[config.mk]
export PLATFORM = sky130hd
export DESIGN_NAME = gobang_move_picker_flat
export DESIGN_NICKNAME = d
export VERILOG_FILES = /design/src/rtl/gobang_pkg.sv /design/src/rtl/gobang_move_picker_if.sv /design/src/rtl/gobang_rc_counter.sv /design/src/rtl/gobang_move_picker.sv /design/src/flat_wrapper.sv
export SDC_FILE = /design/constraint.sdc
export NUM_CORES = 1
export LEC_CHECK = 0
export CAP_MARGIN = 20
export CORE_ASPECT_RATIO = 0.7
export CORE_UTILIZATION = 38
export DETAILED_ROUTE_END_ITERATION = 8
export HOLD_SLACK_MARGIN = 0.08
export PLACE_DENSITY = 0.76
export SLEW_MARGIN = 40
export SYNTH_ARGS = -nofsm -noshare
export SYNTH_HDL_FRONTEND = slang
export SYNTH_HIERARCHICAL = 1
export SYNTH_SLANG_ARGS = --single-unit
[constraint.sdc]
create_clock -name i_clk -period 7.5 [get_ports i_clk]
set_clock_uncertainty 0.1 [all_clocks]
set_input_delay 1.125 -clock i_clk [delete_from_list [all_inputs] [get_ports i_clk]]
set_output_delay 1.125 -clock i_clk [all_outputs]
set_load 0.02 [all_outputs]
[src/rtl/gobang_pkg.sv]
// Shared constants and types for the gobang move picker and its row/col stepper.
package gobang_pkg;

    localparam int BOARD_N     = 15;
    localparam int SCORE_W     = 25;
    localparam int TIMEOUT_CYC = 64;

    localparam int CELLS = BOARD_N * BOARD_N;
    localparam int IDX_W = $clog2(CELLS);
    localparam int RC_W  = $clog2(BOARD_N);
    localparam int TO_W  = $clog2(TIMEOUT_CYC + 1);

    typedef logic [SCORE_W-1:0] score_t;
    typedef logic [RC_W-1:0]    coord_t;

    typedef struct packed {
        coord_t row;
        coord_t col;
    } pos_t;

    typedef enum logic [2:0] {
        IDLE,
        SCAN,
        REQ,
        WAIT,
        CMP,
        FIN
    } picker_state_e;

endpackage

[src/rtl/gobang_move_picker_if.sv]
// Request/response handshake between the move picker (master) and the Score engine (slave).
interface gobang_move_picker_if;
    import gobang_pkg::*;

    logic   start;
    coord_t row;
    coord_t col;
    logic   valid;
    score_t score;

    modport master (output start, output row, output col, input  valid, input  score);
    modport slave  (input  start, input  row, input  col, output valid, output score);

endinterface

[src/rtl/gobang_rc_counter.sv]
// Row-major cell stepper: linear index plus a divide-free row/col pair.
module gobang_rc_counter
    import gobang_pkg::*;
(
    input  logic             i_clk,
    input  logic             i_rst,
    input  logic             i_clr,
    input  logic             i_inc,
    output pos_t             o_pos,
    output logic [IDX_W-1:0] o_idx,
    output logic             o_last
);

    pos_t             pos_q;
    logic [IDX_W-1:0] idx_q;

    // Advance one cell per inc; clear has priority; col wraps into the next row
    always_ff @(posedge i_clk) begin
        if (i_rst || i_clr) begin
            pos_q <= '0;
            idx_q <= '0;
        end else if (i_inc) begin
            idx_q <= idx_q + 1'b1;
            if (pos_q.col == coord_t'(BOARD_N - 1)) begin
                pos_q.col <= '0;
                pos_q.row <= pos_q.row + 1'b1;
            end else begin
                pos_q.col <= pos_q.col + 1'b1;
            end
        end
    end

    assign o_pos  = pos_q;
    assign o_idx  = idx_q;
    assign o_last = (idx_q == IDX_W'(CELLS - 1));

endmodule

[src/rtl/gobang_move_picker.sv]
// Gobang AI move picker: scans every empty cell, asks the Score engine for each one
// and keeps the best (highest, earliest on ties) as the move to play.
// Optional build macro SCORE_TIMEOUT_EN: bounds the wait for a score and adds o_timeout.
//
//  state | meaning
//  IDLE  | waiting for i_start
//  SCAN  | test current cell; occupied cells step on, empty cells request a score
//  REQ   | o_score_start high for this one cycle
//  WAIT  | waiting for i_score_valid (or the timeout, when built in)
//  CMP   | fold the captured score into the running best, step to next cell
//  FIN   | o_done pulse, result outputs final
module gobang_move_picker
    import gobang_pkg::*;
(
    input  logic                  i_clk,
    input  logic                  i_rst,
    input  logic                  i_start,
    input  logic [CELLS-1:0]      i_occupied,
    gobang_move_picker_if.master  score_if,
    output logic                  o_busy,
    output logic                  o_done,
    output logic                  o_move_valid,
    output coord_t                o_move_row,
    output coord_t                o_move_col,
    output score_t                o_best_score
`ifdef SCORE_TIMEOUT_EN
    ,
    output logic                  o_timeout
`endif
);

    picker_state_e    state_q;
    logic             busy_q;
    logic             done_q;
    logic             score_start_q;
    logic             move_valid_q;
    pos_t             move_pos_q;
    score_t           best_q;
    score_t           score_q;

    pos_t             rc_pos;
    logic [IDX_W-1:0] rc_idx;
    logic             rc_last;
    logic             rc_clr;
    logic             rc_inc;
    logic             cell_occ;
    logic             wait_expire;

`ifdef SCORE_TIMEOUT_EN
    logic [TO_W-1:0]  wait_cnt_q;
    logic             timeout_q;

    assign wait_expire = (state_q == WAIT) && !score_if.valid && (wait_cnt_q == '0);
    assign o_timeout   = timeout_q;
`else
    assign wait_expire = 1'b0;
`endif

    assign cell_occ = i_occupied[rc_idx];
    assign rc_clr   = (state_q == IDLE) && i_start;
    assign rc_inc   = !rc_last && (((state_q == SCAN) && cell_occ) || (state_q == CMP) || wait_expire);

    gobang_rc_counter u_rc (
        .i_clk  (i_clk),
        .i_rst  (i_rst),
        .i_clr  (rc_clr),
        .i_inc  (rc_inc),
        .o_pos  (rc_pos),
        .o_idx  (rc_idx),
        .o_last (rc_last)
    );

    // Search sequencer with registered handshake, status and result outputs
    always_ff @(posedge i_clk) begin
        if (i_rst) begin
            state_q       <= IDLE;
            busy_q        <= 1'b0;
            done_q        <= 1'b0;
            score_start_q <= 1'b0;
            move_valid_q  <= 1'b0;
            move_pos_q    <= '0;
            best_q        <= '0;
            score_q       <= '0;
`ifdef SCORE_TIMEOUT_EN
            wait_cnt_q    <= '0;
            timeout_q     <= 1'b0;
`endif
        end else begin
            score_start_q <= 1'b0;
            done_q        <= 1'b0;
            case (state_q)
                IDLE: begin
                    if (i_start) begin
                        state_q      <= SCAN;
                        busy_q       <= 1'b1;
                        move_valid_q <= 1'b0;
                        move_pos_q   <= '0;
                        best_q       <= '0;
`ifdef SCORE_TIMEOUT_EN
                        timeout_q    <= 1'b0;
`endif
                    end
                end
                SCAN: begin
                    if (!cell_occ) begin
                        state_q       <= REQ;
                        score_start_q <= 1'b1;
                    end else if (rc_last) begin
                        state_q <= FIN;
                        done_q  <= 1'b1;
                    end
                end
                REQ: begin
                    state_q <= WAIT;
`ifdef SCORE_TIMEOUT_EN
                    wait_cnt_q <= TO_W'(TIMEOUT_CYC - 1);
`endif
                end
                WAIT: begin
                    if (score_if.valid) begin
                        score_q <= score_if.score;
                        state_q <= CMP;
                    end
`ifdef SCORE_TIMEOUT_EN
                    else if (wait_expire) begin
                        timeout_q <= 1'b1;
                        if (rc_last) begin
                            state_q <= FIN;
                            done_q  <= 1'b1;
                        end else begin
                            state_q <= SCAN;
                        end
                    end else begin
                        wait_cnt_q <= wait_cnt_q - 1'b1;
                    end
`endif
                end
                CMP: begin
                    // Strictly greater keeps the earlier cell on ties; first candidate always wins
                    if (!move_valid_q || (score_q > best_q)) begin
                        move_valid_q <= 1'b1;
                        move_pos_q   <= rc_pos;
                        best_q       <= score_q;
                    end
                    if (rc_last) begin
                        state_q <= FIN;
                        done_q  <= 1'b1;
                    end else begin
                        state_q <= SCAN;
                    end
                end
                FIN: begin
                    state_q <= IDLE;
                    busy_q  <= 1'b0;
                end
                default: begin
                    state_q <= IDLE;
                    busy_q  <= 1'b0;
                end
            endcase
        end
    end

    assign score_if.start = score_start_q;
    assign score_if.row   = rc_pos.row;
    assign score_if.col   = rc_pos.col;

    assign o_busy       = busy_q;
    assign o_done       = done_q;
    assign o_move_valid = move_valid_q;
    assign o_move_row   = move_pos_q.row;
    assign o_move_col   = move_pos_q.col;
    assign o_best_score = best_q;

endmodule
[src/flat_wrapper.sv]
// flat-port wrapper written by rule: the top's interface ports become plain ports
module gobang_move_picker_flat import gobang_pkg::*;
  (i_clk, i_rst, i_start, i_occupied, o_busy, o_done, o_move_valid, o_move_row, o_move_col, o_best_score, score_if_start, score_if_row, score_if_col, score_if_valid, score_if_score);
  gobang_move_picker_if score_if_i ();
  input  logic i_clk;
  input  logic i_rst;
  input  logic i_start;
  input  logic [CELLS-1:0] i_occupied;
  output logic o_busy;
  output logic o_done;
  output logic o_move_valid;
  output coord_t o_move_row;
  output coord_t o_move_col;
  output score_t o_best_score;
  output wire logic [$bits(score_if_i.start)-1:0] score_if_start;
  output wire logic [$bits(score_if_i.row)-1:0] score_if_row;
  output wire logic [$bits(score_if_i.col)-1:0] score_if_col;
  input wire logic [$bits(score_if_i.valid)-1:0] score_if_valid;
  input wire logic [$bits(score_if_i.score)-1:0] score_if_score;
  assign score_if_start = score_if_i.start;
  assign score_if_row = score_if_i.row;
  assign score_if_col = score_if_i.col;
  assign score_if_i.valid = score_if_valid;
  assign score_if_i.score = score_if_score;
  gobang_move_picker u_core (.i_clk(i_clk), .i_rst(i_rst), .i_start(i_start), .i_occupied(i_occupied), .score_if(score_if_i), .o_busy(o_busy), .o_done(o_done), .o_move_valid(o_move_valid), .o_move_row(o_move_row), .o_move_col(o_move_col), .o_best_score(o_best_score));
endmodule
==> results of run 1 <==
## routing by layer
| layer | vias up | routed length (µm) | track usage, % |
|---|---|---|---|
| li1 | 2903 | - | - |
| met1 | 2831 | 9327 | 34.73 |
| met2 | 206 | 9429 | 40.88 |
| met3 | 21 | 1359 | 5.878 |
| met4 | 0 | 273 | 5.612 |
| met5 | - | 0 | 0 |
## stage by stage
step	instance area [µm²]	hold slack (ns)	worst slack [ns]	std cells	util, %
final	9463	0.3729	2.983	1114	61.05
after global routing	9463	0.3996	2.789	1114	61.05
after CTS	9450	0.3730	2.791	1114	60.97
after detailed placement	9138	0.3636	2.458	1098	58.95
after global placement	9036	0.3613	2.603	1094	58.30
after floorplan	6016	0.3498	3.615	637	-
## cell families (layout without fill, tap and decap cells)
family          Yosys count  in the layout  synth area share, %
xor+xnor                  4              4               0.5825
compound gates          105            105                11.00
simple gates            234            234                20.40
buf+inv                  79            356                6.281
mux                     106            106                28.95
fa+ha+maj                28             28                5.824
flops                    81             81                26.96
## power by group
group	internal, mW	switching, mW	total, mW
logic	0.196	0.101	0.297
registers	0.436	0.0118	0.448
clock network	0.272	0.185	0.456
total	0.904	0.297	1.20
## placed cells by master (no fill, tap or decap), types with 3 or more instances in the layout
cell type	n
sky130_fd_sc_hd__clkdlybuf4s50_1	297
sky130_fd_sc_hd__dfxtp_1	78
sky130_fd_sc_hd__nand2_1	76
sky130_fd_sc_hd__mux4_2	54
sky130_fd_sc_hd__mux2i_1	48
sky130_fd_sc_hd__a21oi_1	47
sky130_fd_sc_hd__nand2b_1	37
sky130_fd_sc_hd__inv_1	33
sky130_fd_sc_hd__ha_1	28
sky130_fd_sc_hd__or3_1	27
sky130_fd_sc_hd__nor2_1	26
sky130_fd_sc_hd__o21ai_0	14
sky130_fd_sc_hd__nand4_1	14
sky130_fd_sc_hd__nand3_1	12
sky130_fd_sc_hd__nand3b_1	11
sky130_fd_sc_hd__clkbuf_16	9
sky130_fd_sc_hd__nor2b_1	9
sky130_fd_sc_hd__a21o_1	7
sky130_fd_sc_hd__nor3_1	6
sky130_fd_sc_hd__a22oi_1	6
sky130_fd_sc_hd__o211ai_1	5
sky130_fd_sc_hd__mux2_2	4
sky130_fd_sc_hd__a31oi_1	4
sky130_fd_sc_hd__o21a_1	4
sky130_fd_sc_hd__or4_1	4
sky130_fd_sc_hd__buf_4	4
sky130_fd_sc_hd__o31ai_1	3
sky130_fd_sc_hd__xor2_1	3
## worst paths after layout
check	startpoint	end	slack (ns)	cells past startpoint
worst min-delay path	u_core/score_q[0]$_SDFFE_PP0P_	u_core/score_q[0]$_SDFFE_PP0P_	0.37	2
worst min register to register	u_core/score_q[0]$_SDFFE_PP0P_	u_core/score_q[0]$_SDFFE_PP0P_	0.37	2
worst max register to register	u_core/u_rc/o_idx[1]$_SDFFE_PP0P_	u_core/u_rc/o_pos[7]$_SDFFE_PP0P_	3.19	12
worst max-delay path	i_occupied[45]	u_core/u_rc/o_pos[7]$_SDFFE_PP0P_	2.98	12
## final cells by class
| class | count | area [µm²] | area share, % |
|---|---|---|---|
| clock inverter | 6 | 73.82 | 0.7801 |
| clock buffer | 10 | 239.0 | 2.525 |
| sequential | 81 | 1628 | 17.20 |
| tap | 200 | 250.2 | 2.644 |
| timing repair buffer | 306 | 3103 | 32.79 |
| inverter | 34 | 127.6 | 1.349 |
| multi-input combinational | 477 | 4041 | 42.71 |
## registers in the layout, summed over array words and instances (netlist names)
register / flops
u_core/o_best_score: 25
u_core/o_busy: 1
u_core/o_done: 1
u_core/o_move_col: 4
u_core/o_move_row: 4
u_core/o_move_valid: 1
u_core/score_if.start: 1
u_core/score_q: 25
u_core/state_q: 3
u_core/u_rc/o_idx: 8
u_core/u_rc/o_pos: 8
## tightest hold or removal path, delay by kind of cell, from the launching register on
kind / cells / cell delay, ns
AO/OA/AOI/OAI: 1 / 0.05
flip-flops: 1 / 0.32
AND/OR/NAND/NOR: 1 / 0.05
==> report_table.html, run 1 <==
<table>
<tr><th>Metric</th><th>Value</th></tr>
<tr><th colspan="2">Critical path</th></tr>
<tr><td>Crit-path cells</td><td>clkdlybuf4s50_1 -&gt; mux4_2 -&gt; nand3_1 -&gt; a31o_2 -&gt; o211a_1 -&gt; a2111oi_1 -&gt; o32ai_2 -&gt; o21ai_1 -&gt; nor3b_4 -&gt; nand4_4 -&gt; or4_1 -&gt; a21oi_1</td></tr>
<tr><td>Gate family responsible for the most delay along the worst path</td><td>simple AND/OR/NAND/NOR gates</td></tr>
<tr><td>Arrival time of the worst setup path</td><td>4.68 ns</td></tr>
<tr><td>WP data required</td><td>7.66 ns</td></tr>
<tr><td>Cell with the biggest individual delay on the critical path</td><td>sky130_fd_sc_hd__nor3b_4</td></tr>
<tr><td>CP endpoint kind</td><td>flop</td></tr>
<tr><td>Buffers plus inverters on the worst setup path</td><td>1</td></tr>
<tr><td>WS Path Type</td><td>primary input to flop</td></tr>
<tr><td>Crit path max fanout</td><td>13</td></tr>
<tr><td>Crit start category</td><td>primary input</td></tr>
<tr><td>Slowest stage delay, CP</td><td>0.59 ns</td></tr>
<tr><th colspan="2">Power</th></tr>
<tr><td>Power per Cell Area</td><td>126.9 nW/µm²</td></tr>
<tr><td>Final Total Pwr</td><td>1.201 mW</td></tr>
<tr><td>VDD IR max</td><td>89.07 µV</td></tr>
<tr><td>Lkg Pwr</td><td>3.180 nW</td></tr>
<tr><th colspan="2">Routing</th></tr>
<tr><td>Iteration-0 DRC Markers</td><td>489</td></tr>
<tr><td>Vias after detailed routing</td><td>5961</td></tr>
<tr><td>Remaining DRCs</td><td>7</td></tr>
<tr><td>ANT nets after route</td><td>0</td></tr>
<tr><td>Via/cell ratio</td><td>5.351</td></tr>
<tr><td>Post-detailed-route wirelength per cell</td><td>18.30 µm</td></tr>
<tr><td>Total Routed Length</td><td>20.39 mm</td></tr>
<tr><td>Router iterations before antenna repair</td><td>7</td></tr>
<tr><th colspan="2">Clock tree</th></tr>
<tr><td>Clock latency on the worst-skew pair</td><td>0.34 ns</td></tr>
<tr><td>Number of buffers inserted by post-CTS setup repair</td><td>0</td></tr>
<tr><td>Clock-pin slew of the registers on the worst-case setup and hold paths</td><td>0.07 ns</td></tr>
<tr><td>Clock tree buffer depth</td><td>2</td></tr>
<tr><td>Number of buffers added to fix hold violations after cts</td><td>0</td></tr>
<tr><td>Total of cells resized after clock tree synthesis</td><td>0</td></tr>
<tr><td>Number of clock sinks seen by CTS</td><td>81</td></tr>
<tr><td>CTS root buffer</td><td>sky130_fd_sc_hd__clkbuf_16</td></tr>
<tr><td>H-Tree Depth</td><td>3</td></tr>
<tr><td>CTS tree</td><td>yes</td></tr>
<tr><td>Number of buffers inserted during clock tree synthesis</td><td>9</td></tr>
<tr><th colspan="2">Flow run</th></tr>
<tr><td>Reported max-cap violation count</td><td>0</td></tr>
<tr><th colspan="2">Global routing</th></tr>
<tr><td>Congestion Overflow GR</td><td>0</td></tr>
<tr><td>Global Route Usage Sum</td><td>25.42%</td></tr>
<tr><td>Largest net degree at the start of global routing</td><td>100</td></tr>
<tr><td>Wire length of the first global-routing pass</td><td>32.09 mm</td></tr>
<tr><td>Initial antenna violation count</td><td>0</td></tr>
<tr><td>Number of global-route vias before repair</td><td>5895</td></tr>
<tr><th colspan="2">Synth</th></tr>
<tr><td>Number of synthesized flops with an enable pin</td><td>0</td></tr>
<tr><td>Sequential share of the synthesized area</td><td>26.96%</td></tr>
<tr><td>Cell area after synthesis</td><td>6016 µm²</td></tr>
<tr><td>Predominant post-synthesis flop cell</td><td>sky130_fd_sc_hd__dfxtp_1</td></tr>
<tr><td>Library cell with the highest instance count after synthesis</td><td>sky130_fd_sc_hd__dfxtp_1</td></tr>
<tr><td>Synth async-reset ratio</td><td>0%</td></tr>
<tr><td>Gate count of the mapped netlist</td><td>637</td></tr>
<tr><td>Most instantiated cells after synthesis</td><td>sky130_fd_sc_hd__dfxtp_1, sky130_fd_sc_hd__nand2_1, sky130_fd_sc_hd__mux4_2, sky130_fd_sc_hd__mux2i_1, sky130_fd_sc_hd__a21oi_1</td></tr>
<tr><td>Cell types occupying the most area after synthesis</td><td>sky130_fd_sc_hd__dfxtp_1, sky130_fd_sc_hd__mux4_2, sky130_fd_sc_hd__mux2i_1</td></tr>
<tr><td>Number of distinct library cells after synthesis</td><td>55</td></tr>
<tr><td>Top cell type by total area after synthesis</td><td>sky130_fd_sc_hd__dfxtp_1</td></tr>
<tr><td>Post-synthesis average cell area</td><td>9.444 µm²</td></tr>
<tr><td>Post-Syn Nets</td><td>919</td></tr>
<tr><td>Portion of synthesized cell area occupied by the leading cell type</td><td>26.96%</td></tr>
<tr><td>Yosys warnings</td><td>6</td></tr>
<tr><td>Flop and latch count out of synthesis</td><td>81</td></tr>
<tr><th colspan="2">Floorplan</th></tr>
<tr><td>Vert. Die Dim</td><td>107.3 µm</td></tr>
<tr><td>Total I/O pin count</td><td>299</td></tr>
<tr><td>Number of placement rows</td><td>38</td></tr>
<tr><td>DIE AREA</td><td>16350 µm²</td></tr>
<tr><td>Horizontal die dimension</td><td>152.4 µm</td></tr>
<tr><td>Initial Utilization</td><td>38.81%</td></tr>
<tr><td>Placeable core region</td><td>15500 µm²</td></tr>
<tr><th colspan="2">Timing</th></tr>
<tr><td>Worst relative slew slack</td><td>46.91%</td></tr>
<tr><td>Final worst path period need</td><td>4.517 ns</td></tr>
<tr><td>Max-slew violation total from the final report</td><td>0</td></tr>
<tr><td>Setup violation total in the final timing report</td><td>0</td></tr>
<tr><td>RSZ-0062 raised after global routing</td><td>false</td></tr>
<tr><td>Worst Max-Slew Pin Slew</td><td>0.7964 ns</td></tr>
<tr><td>Fin crit share</td><td>60.22%</td></tr>
<tr><td>Maximum achievable frequency</td><td>221.4 MHz</td></tr>
<tr><td>Hold violation count in the final report</td><td>0</td></tr>
<tr><td>Sum of negative setup slack</td><td>0 ns</td></tr>
<tr><th colspan="2">Outcome</th></tr>
<tr><td>Failing checks</td><td>DRC</td></tr>
<tr><td>Result of the run</td><td>finished, violations left</td></tr>
<tr><th colspan="2">Place</th></tr>
<tr><td>Final weighted congestion in routability-driven placement</td><td>0.8988</td></tr>
<tr><td>Buffers on Ports</td><td>298</td></tr>
<tr><td>DPL Wire Length</td><td>16.16 mm</td></tr>
<tr><th colspan="2">Layout</th></tr>
<tr><td>Fill count</td><td>1346</td></tr>
<tr><td>Growth of design area from synthesis to finish</td><td>57.30%</td></tr>
<tr><td>Fraction of layout instances using a drive strength above 1</td><td>10.61%</td></tr>
<tr><td>Number of diodes</td><td>0</td></tr>
<tr><td>Number of nets in the layout</td><td>1191</td></tr>
<tr><th colspan="2">Min path</th></tr>
<tr><td>Worst hold-check path type</td><td>flop to flop</td></tr>
</table>
Power figures use the tool's default switching activity.
==> inputs of run 2 (changes only) <==
--- a/config.mk
+++ b/config.mk
@@ -7,10 +7,10 @@
 export LEC_CHECK = 0
 export CAP_MARGIN = 20
 export CORE_ASPECT_RATIO = 0.7
-export CORE_UTILIZATION = 38
+export CORE_UTILIZATION = 37
 export DETAILED_ROUTE_END_ITERATION = 8
 export HOLD_SLACK_MARGIN = 0.08
-export PLACE_DENSITY = 0.76
+export PLACE_DENSITY = 0.78
 export SLEW_MARGIN = 40
 export SYNTH_ARGS = -nofsm -noshare
 export SYNTH_HDL_FRONTEND = slang
==> constraint.sdc (replaced) <==
create_clock -name i_clk -period 3.8 [get_ports i_clk]
set_clock_uncertainty 0.1 [all_clocks]
set_input_delay 0.57 -clock i_clk [delete_from_list [all_inputs] [get_ports i_clk]]
set_output_delay 0.57 -clock i_clk [all_outputs]
set_load 0.02 [all_outputs]
==> run 2 against run 1 <==
- the run now ends clean
- hold slack improved by 0.0070 ns
- sequential power increased by 98%
- total power increased by 110%
- combinational power increased by 100%
- critical path type is now flop to flop
- cell area increased by 1.7%
- sequential share of layout area decreased by 0.27 points
- via count increased by 2.7%
- clock power increased by 120%
- non-clock buffer count increased by 19
- core utilization increased by 0.30 points
==> report_table.html, run 2 (same netlist as run 1, synthesis figures left out) <==
<table>
<tr><th>Metric</th><th>Value</th></tr>
<tr><th colspan="2">Outcome</th></tr>
<tr><td>Result of the run</td><td>completed</td></tr>
<tr><th colspan="2">Critical path</th></tr>
<tr><td>Slowest stage delay, CP</td><td>0.74 ns (+0.15 ns)</td></tr>
<tr><td>Number of cells on the critical path</td><td>12 (unchanged)</td></tr>
<tr><td>Gate family responsible for the most delay along the worst path</td><td>compound AO/OA/AOI/OAI gates</td></tr>
<tr><td>Worst reg2reg path depth</td><td>12 (unchanged)</td></tr>
<tr><td>Crit path max fanout</td><td>13 (unchanged)</td></tr>
<tr><td>Crit-path cells</td><td>buf_4 -&gt; nor2_1 -&gt; a221oi_1 -&gt; a221oi_1 -&gt; a2111oi_1 -&gt; o32ai_2 -&gt; o21ai_1 -&gt; nor3b_2 -&gt; buf_4 -&gt; nand4_4 -&gt; or4_1 -&gt; a21oi_1</td></tr>
<tr><td>Cell with the biggest individual delay on the critical path</td><td>sky130_fd_sc_hd__dfxtp_1</td></tr>
<tr><td>CP endpoint kind</td><td>flop</td></tr>
<tr><td>WS Path Type</td><td>flop to flop</td></tr>
<tr><td>Crit start category</td><td>flop</td></tr>
<tr><td>Arrival time of the worst setup path</td><td>3.70 ns (-0.98 ns)</td></tr>
<tr><td>Buffers plus inverters on the worst setup path</td><td>2 (+1)</td></tr>
<tr><td>WP data required</td><td>3.97 ns (-3.69 ns)</td></tr>
<tr><th colspan="2">Floorplan</th></tr>
<tr><td>Vert. Die Dim</td><td>108.7 µm (+1.3%)</td></tr>
<tr><td>DIE AREA</td><td>16780 µm² (+2.7%)</td></tr>
<tr><td>Horizontal die dimension</td><td>154.4 µm (+1.3%)</td></tr>
<tr><td>Placeable core region</td><td>15690 µm² (+1.2%)</td></tr>
<tr><td>Initial Utilization</td><td>38.34% (-0.47 points)</td></tr>
<tr><td>Number of placement rows</td><td>38 (unchanged)</td></tr>
<tr><td>Total I/O pin count</td><td>299 (unchanged)</td></tr>
<tr><th colspan="2">Global routing</th></tr>
<tr><td>Number of global-route vias before repair</td><td>5913 (+0.31%)</td></tr>
<tr><td>Largest net degree at the start of global routing</td><td>53 (-47%)</td></tr>
<tr><td>Congestion Overflow GR</td><td>0 (unchanged)</td></tr>
<tr><td>Global Route Usage Sum</td><td>25.57% (+0.15 points)</td></tr>
<tr><td>Initial antenna violation count</td><td>0 (unchanged)</td></tr>
<tr><td>Wire length of the first global-routing pass</td><td>32.68 mm (+1.8%)</td></tr>
<tr><th colspan="2">Timing</th></tr>
<tr><td>Max-slew violation total from the final report</td><td>0 (unchanged)</td></tr>
<tr><td>Hold violation count in the final report</td><td>0 (unchanged)</td></tr>
<tr><td>RSZ-0062 raised after global routing</td><td>false</td></tr>
<tr><td>Worst Max-Slew Pin Slew</td><td>0.7447 ns (-0.05165 ns)</td></tr>
<tr><td>Final worst path period need</td><td>3.530 ns</td></tr>
<tr><td>Maximum achievable frequency</td><td>283.3 MHz</td></tr>
<tr><td>Fin crit share</td><td>92.91%</td></tr>
<tr><td>Worst slack on hold paths</td><td>0.3799 ns (+0.006997 ns)</td></tr>
<tr><td>Sum of negative setup slack</td><td>0 ns (unchanged)</td></tr>
<tr><td>Setup violation total in the final timing report</td><td>0 (unchanged)</td></tr>
<tr><td>Worst relative slew slack</td><td>50.35% (+3.4 points)</td></tr>
<tr><th colspan="2">Routing</th></tr>
<tr><td>ANT nets after route</td><td>0 (unchanged)</td></tr>
<tr><td>Router iterations before antenna repair</td><td>5 (-2)</td></tr>
<tr><td>Vias after detailed routing</td><td>6119 (+2.7%)</td></tr>
<tr><td>Remaining DRCs</td><td>0 (-7)</td></tr>
<tr><td>Via/cell ratio</td><td>5.401 (+0.93%)</td></tr>
<tr><td>Total Routed Length</td><td>21.15 mm (+3.7%)</td></tr>
<tr><td>Iteration-0 DRC Markers</td><td>438 (-10%)</td></tr>
<tr><td>Post-detailed-route wirelength per cell</td><td>18.67 µm (+2.0%)</td></tr>
<tr><th colspan="2">Layout</th></tr>
<tr><td>Highest-count cells in the layout ignoring fill and taps</td><td>sky130_fd_sc_hd__clkdlybuf4s50_1, sky130_fd_sc_hd__dfxtp_1, sky130_fd_sc_hd__nand2_1</td></tr>
<tr><td>Number of diodes</td><td>0 (unchanged)</td></tr>
<tr><td>Number of nets in the layout</td><td>1210 (+1.6%)</td></tr>
<tr><td>Growth of design area from synthesis to finish</td><td>60.02%</td></tr>
<tr><td>Number of standard cells in the final layout excluding fillers</td><td>1133 (+1.7%)</td></tr>
<tr><td>Area of all placed cells without fillers</td><td>9627 µm² (+1.7%)</td></tr>
<tr><td>Fraction of layout instances using a drive strength above 1</td><td>12.33% (+1.7 points)</td></tr>
<tr><td>Commonest non-fill, non-tap cell in the layout</td><td>sky130_fd_sc_hd__clkdlybuf4s50_1</td></tr>
<tr><th colspan="2">Clock tree</th></tr>
<tr><td>H-Tree Depth</td><td>3 (unchanged)</td></tr>
<tr><td>Number of clock sinks seen by CTS</td><td>81 (unchanged)</td></tr>
<tr><td>Clock-pin slew of the registers on the worst-case setup and hold paths</td><td>0.06 ns (about the same)</td></tr>
<tr><td>Clock latency on the worst-skew pair</td><td>0.34 ns (about the same)</td></tr>
<tr><td>CTS tree</td><td>yes</td></tr>
<tr><td>Number of buffers added to fix hold violations after cts</td><td>0 (unchanged)</td></tr>
<tr><td>Number of buffers inserted during clock tree synthesis</td><td>9 (unchanged)</td></tr>
<tr><td>Clock tree buffer depth</td><td>2 (unchanged)</td></tr>
<tr><td>CTS root buffer</td><td>sky130_fd_sc_hd__clkbuf_16</td></tr>
<tr><th colspan="2">Power</th></tr>
<tr><td>Switching share of total power</td><td>23.18% (-1.5 points)</td></tr>
<tr><td>Final Total Pwr</td><td>2.479 mW (+110%)</td></tr>
<tr><td>VDD IR max</td><td>214.9 µV (+140%)</td></tr>
<tr><td>Clock group share of total power</td><td>40.2% (+2.2 points)</td></tr>
<tr><td>Part of the total power dissipated in combinational logic</td><td>24.0% (-0.7 points)</td></tr>
<tr><td>Internal power consumption</td><td>1.904 mW (+110%)</td></tr>
<tr><td>Lkg Pwr</td><td>3.289 nW (+3.4%)</td></tr>
<tr><td>Net load switching power</td><td>0.5747 mW (+94%)</td></tr>
<tr><td>Relative contribution of sequential cells to total power</td><td>35.8% (-1.5 points)</td></tr>
<tr><td>Power per Cell Area</td><td>257.5 nW/µm² (+100%)</td></tr>
<tr><th colspan="2">Min path</th></tr>
<tr><td>Hold Path Depth</td><td>2 (unchanged)</td></tr>
<tr><td>Worst hold-check path type</td><td>flop to flop</td></tr>
<tr><th colspan="2">Place</th></tr>
<tr><td>DPL Wire Length</td><td>17.14 mm (+6.1%)</td></tr>
<tr><td>Final weighted congestion in routability-driven placement</td><td>0.8851 (-1.5%)</td></tr>
<tr><td>Buffers on Ports</td><td>298 (unchanged)</td></tr>
<tr><td>Placed Instances</td><td>1117 (+1.7%)</td></tr>
<tr><td>Cell area after placement</td><td>9273 µm² (+1.5%)</td></tr>
<tr><th colspan="2">Flow run</th></tr>
<tr><td>Reported max-cap violation count</td><td>0 (unchanged)</td></tr>
</table>
==> run 2: changes by cell type in the layout (fill, tap and decap cells not counted), moves of 2 or more <==
cell	before	now
sky130_fd_sc_hd__buf_12	2	5
sky130_fd_sc_hd__buf_16	2	0
sky130_fd_sc_hd__buf_4	4	22
sky130_fd_sc_hd__bufinv_16	1	3
==> run 2: stage by stage <==
step | setup slack [ns] | utilization [%]
2_1_floorplan | 0.2422 | -
3_3_place_gp | 0.04024 | 59.09
3_5_place_dp | -0.001192 | 59.10
4_1_cts | 0.1746 | 61.28
5_1_grt | 0.03343 | 61.36
6_report | 0.2696 | 61.36
==> run 2: path summary, 6_finish.rpt <==
| path | startpoint | to | slack (ns) |
|---|---|---|---|
| setup reg to reg | u_core/u_rc/o_idx[3]$_SDFFE_PP0P_ | u_core/u_rc/o_pos[7]$_SDFFE_PP0P_ | 0.27 |
| hold reg to reg | u_core/score_q[19]$_SDFFE_PP0P_ | u_core/score_q[19]$_SDFFE_PP0P_ | 0.38 |
| hold / removal | u_core/score_q[19]$_SDFFE_PP0P_ | u_core/score_q[19]$_SDFFE_PP0P_ | 0.38 |
| setup / recovery | u_core/u_rc/o_idx[3]$_SDFFE_PP0P_ | u_core/u_rc/o_pos[7]$_SDFFE_PP0P_ | 0.27 |
==> run 2: what timing repair did <==
item,in CTS,in global routing
buffers inserted,0,0
resized for setup,0,3
endpoints found under the setup margin,0,5
==> run 2: worst min-delay path, stage by stage (launching register included) <==
cell and delay (ns):
sky130_fd_sc_hd__dfxtp_1 0.32, sky130_fd_sc_hd__nand2_1 0.06, sky130_fd_sc_hd__a21oi_1 0.05
==> run 2: final cells by class <==
type                    instances  area [µm²]
clock buffers                  10       229.0
repair buffers                325        3243
fillers                      1326        6063
clock inverters                 6       113.9
flip-flops and latches         81        1630
multi-input cells             477        4033
well taps                     200       250.2
inverters                      34       127.6
==> run 2: power groups by stage <==
stage,sequential (mW),clock (mW),combinational (mW)
5_1_grt,0.891,1.06,0.638
4_1_cts,0.888,1.02,0.592
3_3_place_gp,0.907,0,0.584
2_1_floorplan,0.893,0,0.264
3_5_place_dp,0.907,0,0.590
6_report,0.888,0.997,0.594
==> run 2: per-layer routing <==
layer | track usage (%) | vias up | wire [µm]
met1 | 34.85 | 2899 | 9411
met4 | 5.163 | 0 | 314
met5 | 0 | - | 0
met2 | 40.63 | 243 | 9748
li1 | - | 2946 | -
met3 | 7.114 | 31 | 1676
